$ cat src/rtl/dmem_pkg.sv
// Shared types, funct3 encodings and access-legality check for the data-memory responder.
package dmem_pkg;

  typedef enum logic [1:0] {
    IDLE,
    WAIT,
    RESP
  } state_t;

  localparam logic [2:0] F3_B  = 3'b000;
  localparam logic [2:0] F3_H  = 3'b001;
  localparam logic [2:0] F3_W  = 3'b010;
  localparam logic [2:0] F3_BU = 3'b100;
  localparam logic [2:0] F3_HU = 3'b101;

  // Unsigned widths exist only for loads; a simultaneous rd and wr is never legal.
  function automatic logic access_err(input logic [2:0] funct3,
                                      input logic [1:0] addr_lo,
                                      input logic       is_rd,
                                      input logic       is_wr);
    logic e;
    e = 1'b0;
    case (funct3)
      F3_B:    e = 1'b0;
      F3_H:    e = addr_lo[0];
      F3_W:    e = |addr_lo;
      F3_BU:   e = is_wr;
      F3_HU:   e = is_wr | addr_lo[0];
      default: e = 1'b1;
    endcase
    return e | (is_rd & is_wr);
  endfunction

endpackage

$ cat src/rtl/dmem_lane_align.sv
// Byte-lane steering: store byte-enables and replicated write word, load extraction and extension.
module dmem_lane_align
  import dmem_pkg::*;
#(
  parameter int DATA_W = 32
) (
  input  logic [2:0]        funct3,
  input  logic [1:0]        addr_lo,
  input  logic [DATA_W-1:0] wr_data,
  input  logic [DATA_W-1:0] rd_word,
  output logic [3:0]        be,
  output logic [DATA_W-1:0] wr_word,
  output logic [DATA_W-1:0] ld_data
);

  function automatic logic [DATA_W-1:0] ext_byte(input logic signed [7:0] b, input logic sgn);
    return sgn ? {{(DATA_W-8){b[7]}}, b} : {{(DATA_W-8){1'b0}}, b};
  endfunction

  function automatic logic [DATA_W-1:0] ext_half(input logic signed [15:0] h, input logic sgn);
    return sgn ? {{(DATA_W-16){h[15]}}, h} : {{(DATA_W-16){1'b0}}, h};
  endfunction

  logic signed [7:0]  ld_byte;
  logic signed [15:0] ld_half;

  always_comb begin
    be      = 4'b0000;
    wr_word = wr_data;
    case (funct3)
      F3_B: begin
        be      = 4'b0001 << addr_lo;
        wr_word = {4{wr_data[7:0]}};
      end
      F3_H: begin
        be      = addr_lo[1] ? 4'b1100 : 4'b0011;
        wr_word = {2{wr_data[15:0]}};
      end
      F3_W:    be = 4'b1111;
      default: be = 4'b0000;
    endcase
  end

  always_comb begin
    case (addr_lo)
      2'd0:    ld_byte = rd_word[7:0];
      2'd1:    ld_byte = rd_word[15:8];
      2'd2:    ld_byte = rd_word[23:16];
      default: ld_byte = rd_word[31:24];
    endcase
    ld_half = addr_lo[1] ? rd_word[31:16] : rd_word[15:0];
    case (funct3)
      F3_B:    ld_data = ext_byte(ld_byte, 1'b1);
      F3_BU:   ld_data = ext_byte(ld_byte, 1'b0);
      F3_H:    ld_data = ext_half(ld_half, 1'b1);
      F3_HU:   ld_data = ext_half(ld_half, 1'b0);
      default: ld_data = rd_word;
    endcase
  end

endmodule

$ cat src/rtl/dmem_responder.sv
// Data-memory responder: byte-addressed RAM behind an IDLE/WAIT/RESP handshake with
// programmable wait states, lane steering and local error detection.
module dmem_responder
  import dmem_pkg::*;
#(
  parameter int DATA_W      = 32,
  parameter int ADDR_W      = 9,
  parameter int WAIT_CYCLES = 1
) (
  input  logic              clk,
  input  logic              reset,
  input  logic              rd,
  input  logic              wr,
  input  logic [ADDR_W-1:0] addr,
  input  logic [2:0]        funct3,
  input  logic [DATA_W-1:0] wr_data,
  output logic [DATA_W-1:0] rd_data,
  output logic              ready,
  output logic              err,
  output logic              busy
);

  localparam int         WORDS    = 2 ** (ADDR_W - 2);
  localparam logic [2:0] CNT_INIT = 3'(WAIT_CYCLES > 0 ? WAIT_CYCLES - 1 : 0);

  state_t state_q, state_d;
  logic [2:0] cnt_q;

  logic [ADDR_W-1:0] addr_p0;
  logic [2:0]        funct3_p0;
  logic [DATA_W-1:0] wr_data_p0;
  logic              ld_p0, st_p0, err_p0;

  logic [DATA_W-1:0] mem [WORDS];

  logic              accept, enter_resp;
  logic [ADDR_W-1:0] sel_addr;
  logic [2:0]        sel_funct3;
  logic [DATA_W-1:0] sel_wr_data;
  logic              sel_ld, sel_st, sel_err;
  logic [3:0]        be;
  logic [DATA_W-1:0] wr_word, ld_data, rd_word;
  logic              mem_we;

  assign accept = (state_q == IDLE) && (rd || wr);
  assign enter_resp = (state_q == IDLE) ? (accept && (WAIT_CYCLES == 0))
                                        : ((state_q == WAIT) && (cnt_q == 3'd0));

  // With zero wait states the RAM access happens on the accept edge, so the live request is used.
  always_comb begin
    if (state_q == IDLE) begin
      sel_addr    = addr;
      sel_funct3  = funct3;
      sel_wr_data = wr_data;
      sel_ld      = rd;
      sel_st      = wr;
      sel_err     = access_err(funct3, addr[1:0], rd, wr);
    end else begin
      sel_addr    = addr_p0;
      sel_funct3  = funct3_p0;
      sel_wr_data = wr_data_p0;
      sel_ld      = ld_p0;
      sel_st      = st_p0;
      sel_err     = err_p0;
    end
  end

  assign rd_word = mem[sel_addr[ADDR_W-1:2]];
  assign mem_we  = enter_resp && sel_st && !sel_err && !reset;

  dmem_lane_align #(.DATA_W(DATA_W)) u_align (
    .funct3  (sel_funct3),
    .addr_lo (sel_addr[1:0]),
    .wr_data (sel_wr_data),
    .rd_word (rd_word),
    .be      (be),
    .wr_word (wr_word),
    .ld_data (ld_data)
  );

  always_ff @(posedge clk) begin
    if (reset) state_q <= IDLE;
    else       state_q <= state_d;
  end

  always_comb begin
    state_d = state_q;
    case (state_q)
      IDLE:    if (accept) state_d = (WAIT_CYCLES == 0) ? RESP : WAIT;
      WAIT:    if (cnt_q == 3'd0) state_d = RESP;
      RESP:    state_d = IDLE;
      default: state_d = IDLE;
    endcase
  end

  always_comb begin
    ready = (state_q == RESP);
    busy  = (state_q != IDLE);
    err   = ready && err_p0;
  end

  always_ff @(posedge clk) begin
    if (reset) cnt_q <= 3'd0;
    else if (accept) cnt_q <= CNT_INIT;
    else if (state_q == WAIT && cnt_q != 3'd0) cnt_q <= cnt_q - 3'd1;
  end

  // Request capture at accept
  always_ff @(posedge clk) begin
    if (accept) begin
      addr_p0    <= addr;
      funct3_p0  <= funct3;
      wr_data_p0 <= wr_data;
      ld_p0      <= rd;
      st_p0      <= wr;
      err_p0     <= access_err(funct3, addr[1:0], rd, wr);
    end
  end

  // Response stage: RAM update and load result land on the edge entering RESP
  always_ff @(posedge clk) begin
    if (reset) rd_data <= '0;
    else if (enter_resp && sel_ld) rd_data <= sel_err ? '0 : ld_data;
  end

  always_ff @(posedge clk) begin
    if (mem_we) begin
      for (int b = 0; b < 4; b++) begin
        if (be[b]) mem[sel_addr[ADDR_W-1:2]][8*b +: 8] <= wr_word[8*b +: 8];
      end
    end
  end

endmodule

$ cat config.mk
export PLATFORM = sky130hd
export DESIGN_NAME = dmem_responder
export DESIGN_NICKNAME = d
export VERILOG_FILES = /design/src/rtl/dmem_pkg.sv /design/src/rtl/dmem_lane_align.sv /design/src/rtl/dmem_responder.sv
export SDC_FILE = /design/constraint.sdc
export NUM_CORES = 2
export LEC_CHECK = 0
export CELL_PAD_IN_SITES_DETAIL_PLACEMENT = 1
export CELL_PAD_IN_SITES_GLOBAL_PLACEMENT = 2
export CORE_ASPECT_RATIO = 1.2
export CORE_MARGIN = 1.5
export CORE_UTILIZATION = 40
export CTS_BUF_LIST = sky130_fd_sc_hd__clkbuf_8 sky130_fd_sc_hd__clkbuf_16
export DETAILED_ROUTE_END_ITERATION = 10
export GPL_TIMING_DRIVEN = 0
export HOLD_SLACK_MARGIN = 0.05
export PLACE_DENSITY = 0.74
export SLEW_MARGIN = 20
export SYNTH_ARGS = -nofsm -noshare
export SYNTH_HDL_FRONTEND = slang
export SYNTH_HIERARCHICAL = 1
export SYNTH_SLANG_ARGS = --single-unit
export TNS_END_PERCENT = 5
$ cat constraint.sdc
create_clock -name clk -period 13.64 [get_ports clk]
set_input_delay 2.728 -clock clk [delete_from_list [all_inputs] [get_ports clk]]
set_output_delay 2.728 -clock clk [all_outputs]
set_load 0.02 [all_outputs]
Word level (Yosys, flattened, before mapping)
Memories as Yosys holds them, arrays and structs flattened.
Index checks and enable logic that the tools add are counted.
{"block": "word_totals", "register_bits": 84, "mem_bits_rw": 4096, "output_inout_bits": 35, "word_cells": 83, "mem_count": 1}
{"block": "classes", "add_sub_neg": 1, "n_eq_ne": 14, "n_shift": 1, "mux": 32, "bitwise": 4, "reduce_logical": 21}
{"memory": "mem", "words": 128, "word_bits": 32, "read_ports": 1, "rd_clocked_by_memory_dff": 0, "wr": 1, "line": "dmem_responder.sv:34", "text": "logic [DATA_W-1:0] mem [WORDS];"}
{"op": "one-hot mux 32 bit (4 select lines)", "count": 1}
{"op": "2-to-1 mux 32 bit", "count": 2}
{"op": "one-hot mux 32 bit (2 select lines)", "count": 1}
{"op": "one-hot mux 8 bit (3 select lines)", "count": 1}
{"op": "2-to-1 mux 1 bit", "count": 18}
{"op": "2-to-1 mux 16 bit", "count": 1}
{"op": "== test 3 bit (second input constant)", "count": 4}
{"op": "one-hot mux 4 bit (3 select lines)", "count": 1}
{"op": "logical NOT 3 bit", "count": 3}
{"op": "2-to-1 mux 9 bit", "count": 1}
{"op": "logical AND 1 bit", "count": 8}
{"op": "== test 3 x 1 -> 1 bit (second input constant)", "count": 2}
{"op": "== test 3 x 2 -> 1 bit (second input constant)", "count": 2}
{"op": "one-hot mux 1 bit (5 select lines)", "count": 1}
{"op": "== test 2 x 1 -> 1 bit (second input constant)", "count": 2}
{"op": "== test 2 bit (second input constant)", "count": 2}
{"op": "logical NOT 2 bit", "count": 2}
{"op": "2-to-1 mux 2 bit", "count": 2}
{"op": "2-to-1 mux 4 bit", "count": 1}
{"op": "!= test 2 bit (second input constant)", "count": 2}
{"op": "one-hot mux 2 bit (2 select lines)", "count": 1}
{"op": "OR reduction 2 bit", "count": 2}
{"op": "left shift 1 x 2 -> 4 bit (first input constant)", "count": 1}
{"op": "2-to-1 mux 3 bit", "count": 1}
{"op": "other kinds (8)", "count": 11}

Longest topological paths before layout
{"block": "logic_depth", "depth_word": 10, "ltp_mapped": 19}

Hierarchy
Netlist, hierarchy kept.
{"mod": "dmem_responder", "n_inst": 1, "cells_each": 9862, "area_per_inst_um2": 158997.5, "seq_area_each_um2": 125150.0}
{"mod": "dmem_lane_align", "n_inst": 1, "cells_each": 168, "area_per_inst_um2": 1211.2, "seq_area_each_um2": 0.0}

Worst setup path after synthesis
OpenSTA, ideal clock, no wires.
{"block": "synth_timing", "kind": "input-to-reg", "start": "in funct3[1]", "end": "mem mem[0][29], data pin", "setup_ns": 0.892, "t_arrival_ns": 7.066, "t_required_ns": 12.748, "slack_ns": 5.682, "path_stages": 7, "n_path_buf": 2, "cell_sequence": "nand2_1 -> nand2_1 -> buf_2 -> nor2_1 -> clkbuf_1 -> nor2_1 -> a21oi_1"}
{"block": "synth_via", "elab_chain_cells": 3, "word_cells_on_any_way": 4, "classes_between": "1 x eq/ne; 2 x mux; 1 x reduce/logical"}
{"element": "from (decl)", "line": "dmem_responder.sv:15", "text": "input logic [2:0] funct3,"}
{"element": "2-to-1 mux 3 bit *", "line": "dmem_responder.sv:51", "text": "if (state_q == IDLE) begin"}
{"element": "named net sel_funct3[1]", "line": "dmem_responder.sv:38", "text": "logic [2:0] sel_funct3;"}
{"element": "== test 3 x 1 -> 1 bit or logical NOT 3 bit (tied branches)", "line": "dmem_lane_align.sv:30", "text": "case (funct3)"}
{"element": "one-hot mux 32 bit (2 select lines) *", "line": "dmem_lane_align.sv:30"}
{"element": "named net wr_word[29]", "line": "dmem_responder.sv:42", "text": "logic [DATA_W-1:0] wr_word, ld_data, rd_word;"}
{"element": "to (decl)", "line": "dmem_responder.sv:34"}
Mark *: on every way through the listed nets, which the timed path passes. The rest lies on a longest branch.

Worst setup path after layout
{"block": "layout_timing", "start": "in addr[3]", "end": "reg rd_data[22]"}
{"block": "layout_via", "elab_chain_cells": 5, "word_cells_on_any_way": 6, "classes_between": "5 x mux; 1 x memory"}
{"element": "from (decl)", "line": "dmem_responder.sv:14", "text": "input logic [ADDR_W-1:0] addr,"}
{"element": "2-to-1 mux 9 bit *", "line": "dmem_responder.sv:51"}
{"element": "memory read (128 x 32 bit) *"}
{"element": "named net rd_word[31]", "line": "dmem_responder.sv:42"}
{"element": "one-hot mux 8 bit (3 select lines) or 2-to-1 mux 16 bit (tied branches)", "line": "dmem_lane_align.sv:45, dmem_lane_align.sv:51"}
{"element": "one-hot mux 32 bit (4 select lines) *", "line": "dmem_lane_align.sv:52", "text": "case (funct3)"}
{"element": "named net ld_data[22]", "line": "dmem_responder.sv:42"}
{"element": "2-to-1 mux 32 bit *", "line": "dmem_responder.sv:123", "text": "else if (enter_resp && sel_ld) rd_data <= sel_err ? '0 : ld_data;"}
{"element": "to (signal assigned)", "line": "dmem_responder.sv:123"}
{"element": "to (decl)", "line": "dmem_responder.sv:17", "text": "output logic [DATA_W-1:0] rd_data,"}
Marked as above.
A chain may end at the register's enable or synchronous reset.

==> results.cfg <==
[die]
fp.dieH_um = 696.3
num_rows = 254
core-area_sq_um = 398800
start_util_pct = 40.17
ioPinCount = 83
die_w_um = 580.7
dieArea_sq_um = 404300

[place]
place_area_sq_um = 174700
dpl.hpwl_mm = 596.5
io_buffers = 82
place_congestion = 1.053

[grt]
track_usage_pct = 39.92
antenna_found_initial = 150
grt_max_degree = 129
grt_pass1_vias = 108500
grt_pass1_wl_mm = 1056
grt-ovfl-total = 0

[cts]
clock_latency_ns = 1.09
cts_tree = built
hold_buffers = 0
cts.repair.resized = 0
cts_buffers = 415
cts_setup_buffers = 0
cts-root-buf = clkbuf_16
numClockSinks = 4180
clk_pin_slew_ns = 0.06
clock_path_buffers = 4
htreeDepth = 5

[critical_path]
crit_family = compound AO/OA/AOI/OAI gates
startpoint_type = input port
end_kind = flip-flop
critPathMaxStageDelay_ns = 1.02
critical_path_buf_inv_count = 6
cpMostUsedCell = buf_2
arrival_ns = 10.17
cp_cell_sequence = clkdlybuf4s50_1, nand2b_1, o22ai_4, buf_16, buf_6, buf_2, buf_2, a221oi_1, a31oi_1, o41ai_2, nand4_1, mux4_2, a22oi_2, buf_4, o21ai_0, a22oi_1, nor2_1
crit_fanout = 10
cp_slowest_cell = o41ai_2
criticalPathCategory = input port to flip-flop
worstPathRequired_ns = 14.60

[synth]
yosys_warnings = 6
synth-edff-count = 4143
avgSynthCellArea_sq_um = 15.97
syn_nets = 10080
yosys_most_used_dff = edfxtp_1
ys_types = 60
netlist_area_sq_um = 160200
seq_area_frac_synth_pct = 78.12
syn_inst = 10030
synth_seq_cells = 4180
synthArstFlopShare_pct = 0

[timing]
drv_slew = 0
fin_crit_sh_pct = 67.52
rsz0062_at_grt = false
min_period_ns = 9.210
skew_ns = 0.06615
slew_headroom_pct = 8.269
max_freq_mhz = 108.6
worst_slew_pin_slew_ns = 1.376
hold_viol = 0
setup_viol = 0

[min_path]
hold_class = flip-flop to flip-flop

[power_and_ir_drop]
ir_drop_mv = 0.1054
finalPower_w = 0.03112
power_density_nw_per_um2 = 164.6
leakagePower_nw = 58.04

[routing]
wl_per_cell_um = 49.72
ant_nets = 0
drtIter0Drc = 21280
num_vias = 114600
first_pass_iters = 8
vias_per_cell = 6.927
drt_wl_total_mm = 822.4
drcViolationCount = 0

[final_layout]
utilization_pct = 47.38
final_cell_area_sq_um = 189000
multi_input_area_sq_um = 33450
syn_to_final_growth_pct = 17.96
nets = 10870
num-fill-cells = 37950
drive_above_1_share_pct = 15.34
register_area_sq_um = 125200

[outcome]
status = completed

[flow_run]
maxCapViolCount = 0
## where the power goes
| group | switching [W] | internal (W) | leakage (nW) |
|---|---|---|---|
| Sequential | 0.00000895 | 0.0147 | 37.6 |
| Combinational | 0.00338 | 0.000978 | 13.4 |
| Clock | 0.00536 | 0.00664 | 6.96 |
## placed cells by master (no fill, tap or decap), drive strengths merged, types with 11 or more instances in the layout
master,instances
a21oi,475
a221o,11
a221oi,230
a22o,685
a22oi,582
a31oi,302
a41oi,208
and3,206
and4,68
buf,633
bufinv,56
clkbuf,818
clkdlybuf4s50,82
clkinv,201
clkinvlp,28
dfxtp,37
diode,119
edfxtp,4143
inv,89
mux2,17
mux2i,45
nand2,812
nand4,32
nor2,607
nor2b,11
o21ai,565
o22ai,24
o41ai,126
## per-stage QoR
step	hold slack [ns]	setup TNS (ns)	worst slack (ns)	instances
3_3_place_gp	0.4917	-1958.34	-2.935	15360
5_1_grt	0.5610	0	4.569	16450
6_report	0.5209	0	4.430	16540
2_1_floorplan	0.4788	0	5.682	10030
4_1_cts	0.5302	0	4.865	16420
3_5_place_dp	0.5153	0	3.806	15640
## worst paths after layout
kind                            depth (start not counted)         from  slack (ns)           to
worst min-delay path                                    2  rd_data[26]        0.52  rd_data[26]
worst max-delay path                                   17      addr[3]        4.43  rd_data[22]
worst min register to register                          2  rd_data[26]        0.52  rd_data[26]
worst max register to register                         16   state_q[1]        5.86  rd_data[22]
## worst reg2reg max path, delay by kind of cell, from the launching register on
family	cells	cell delay [ns]
flops	1	0.30
simple gates	4	1.36
compound gates	6	2.69
mux	1	0.75
buf+inv	5	2.55
## synthesized netlist by cell type (5+ instances only)
cell | instances | share of area (%)
edfxtp_1 | 4143 | 78
nand2_1 | 811 | 1.9
a22o_1 | 685 | 3.7
nor2_1 | 605 | 1.4
a22oi_1 | 581 | 2.7
o21ai_0 | 563 | 1.8
a21oi_1 | 475 | 1.5
clkbuf_1 | 397 | 0.93
a31oi_1 | 301 | 1.2
buf_2 | 274 | 0.86
a221oi_1 | 230 | 1.3
a41oi_1 | 208 | 1.1
and3_1 | 206 | 0.80
o41ai_1 | 126 | 0.69
and4_1 | 68 | 0.37
mux2i_1 | 45 | 0.28
buf_4 | 38 | 0.18
dfxtp_1 | 37 | 0.46
nand4_1 | 32 | 0.12
buf_1 | 21 | 0.049
o22ai_1 | 19 | 0.074
mux2_2 | 17 | 0.12
inv_1 | 16 | 0.037
buf_6 | 12 | 0.084
a221o_1 | 11 | 0.069
nor2b_1 | 11 | 0.043
a311oi_1 | 8 | 0.044
mux4_2 | 8 | 0.11
nor3_1 | 8 | 0.025
o21bai_1 | 8 | 0.037
nand2b_1 | 7 | 0.027
clkbuf_2 | 5 | 0.016
nor3b_1 | 5 | 0.023
o21a_1 | 5 | 0.023
or2_2 | 5 | 0.020
## routing by layer
metal	up-vias	global-route usage, %	share of wire [%]
met2	9734	57.92	43
met1	59500	45.74	33
met3	2866	13.11	12
met5	-	0.1063	0.048
li1	42420	-	-
met4	58	40.06	12
## registers in the layout, summed over array words and instances (netlist names)
register / flops
funct3_p0: 3
cnt_q: 3
state_q: 2
st_p0: 1
ld_p0: 1
mem: 4096
addr_p0: 9
rd_data: 32
err_p0: 1
wr_data_p0: 32
## logic make-up after synthesis
group / after synthesis / share of synthesized area [%]
compound gates: 3241 / 14.37
xor+xnor: 1 / 0.005468
fa+ha+maj: 2 / 0.01562
simple gates: 1771 / 4.820
mux: 70 / 0.5131
flops: 4180 / 78.12
buf+inv: 765 / 2.156
## cell type report
class | count | area share (%)
sequential | 4180 | 66.22
antenna | 119 | 0.1576
clock inverter | 356 | 1.819
buffer | 747 | 1.919
clock buffer | 416 | 5.508
multi-input combinational | 5085 | 17.70
timing repair buffer | 370 | 3.165
tap | 5248 | 3.474
inverter | 18 | 0.03575
Note: power is estimated with default switching activity, not from simulation.
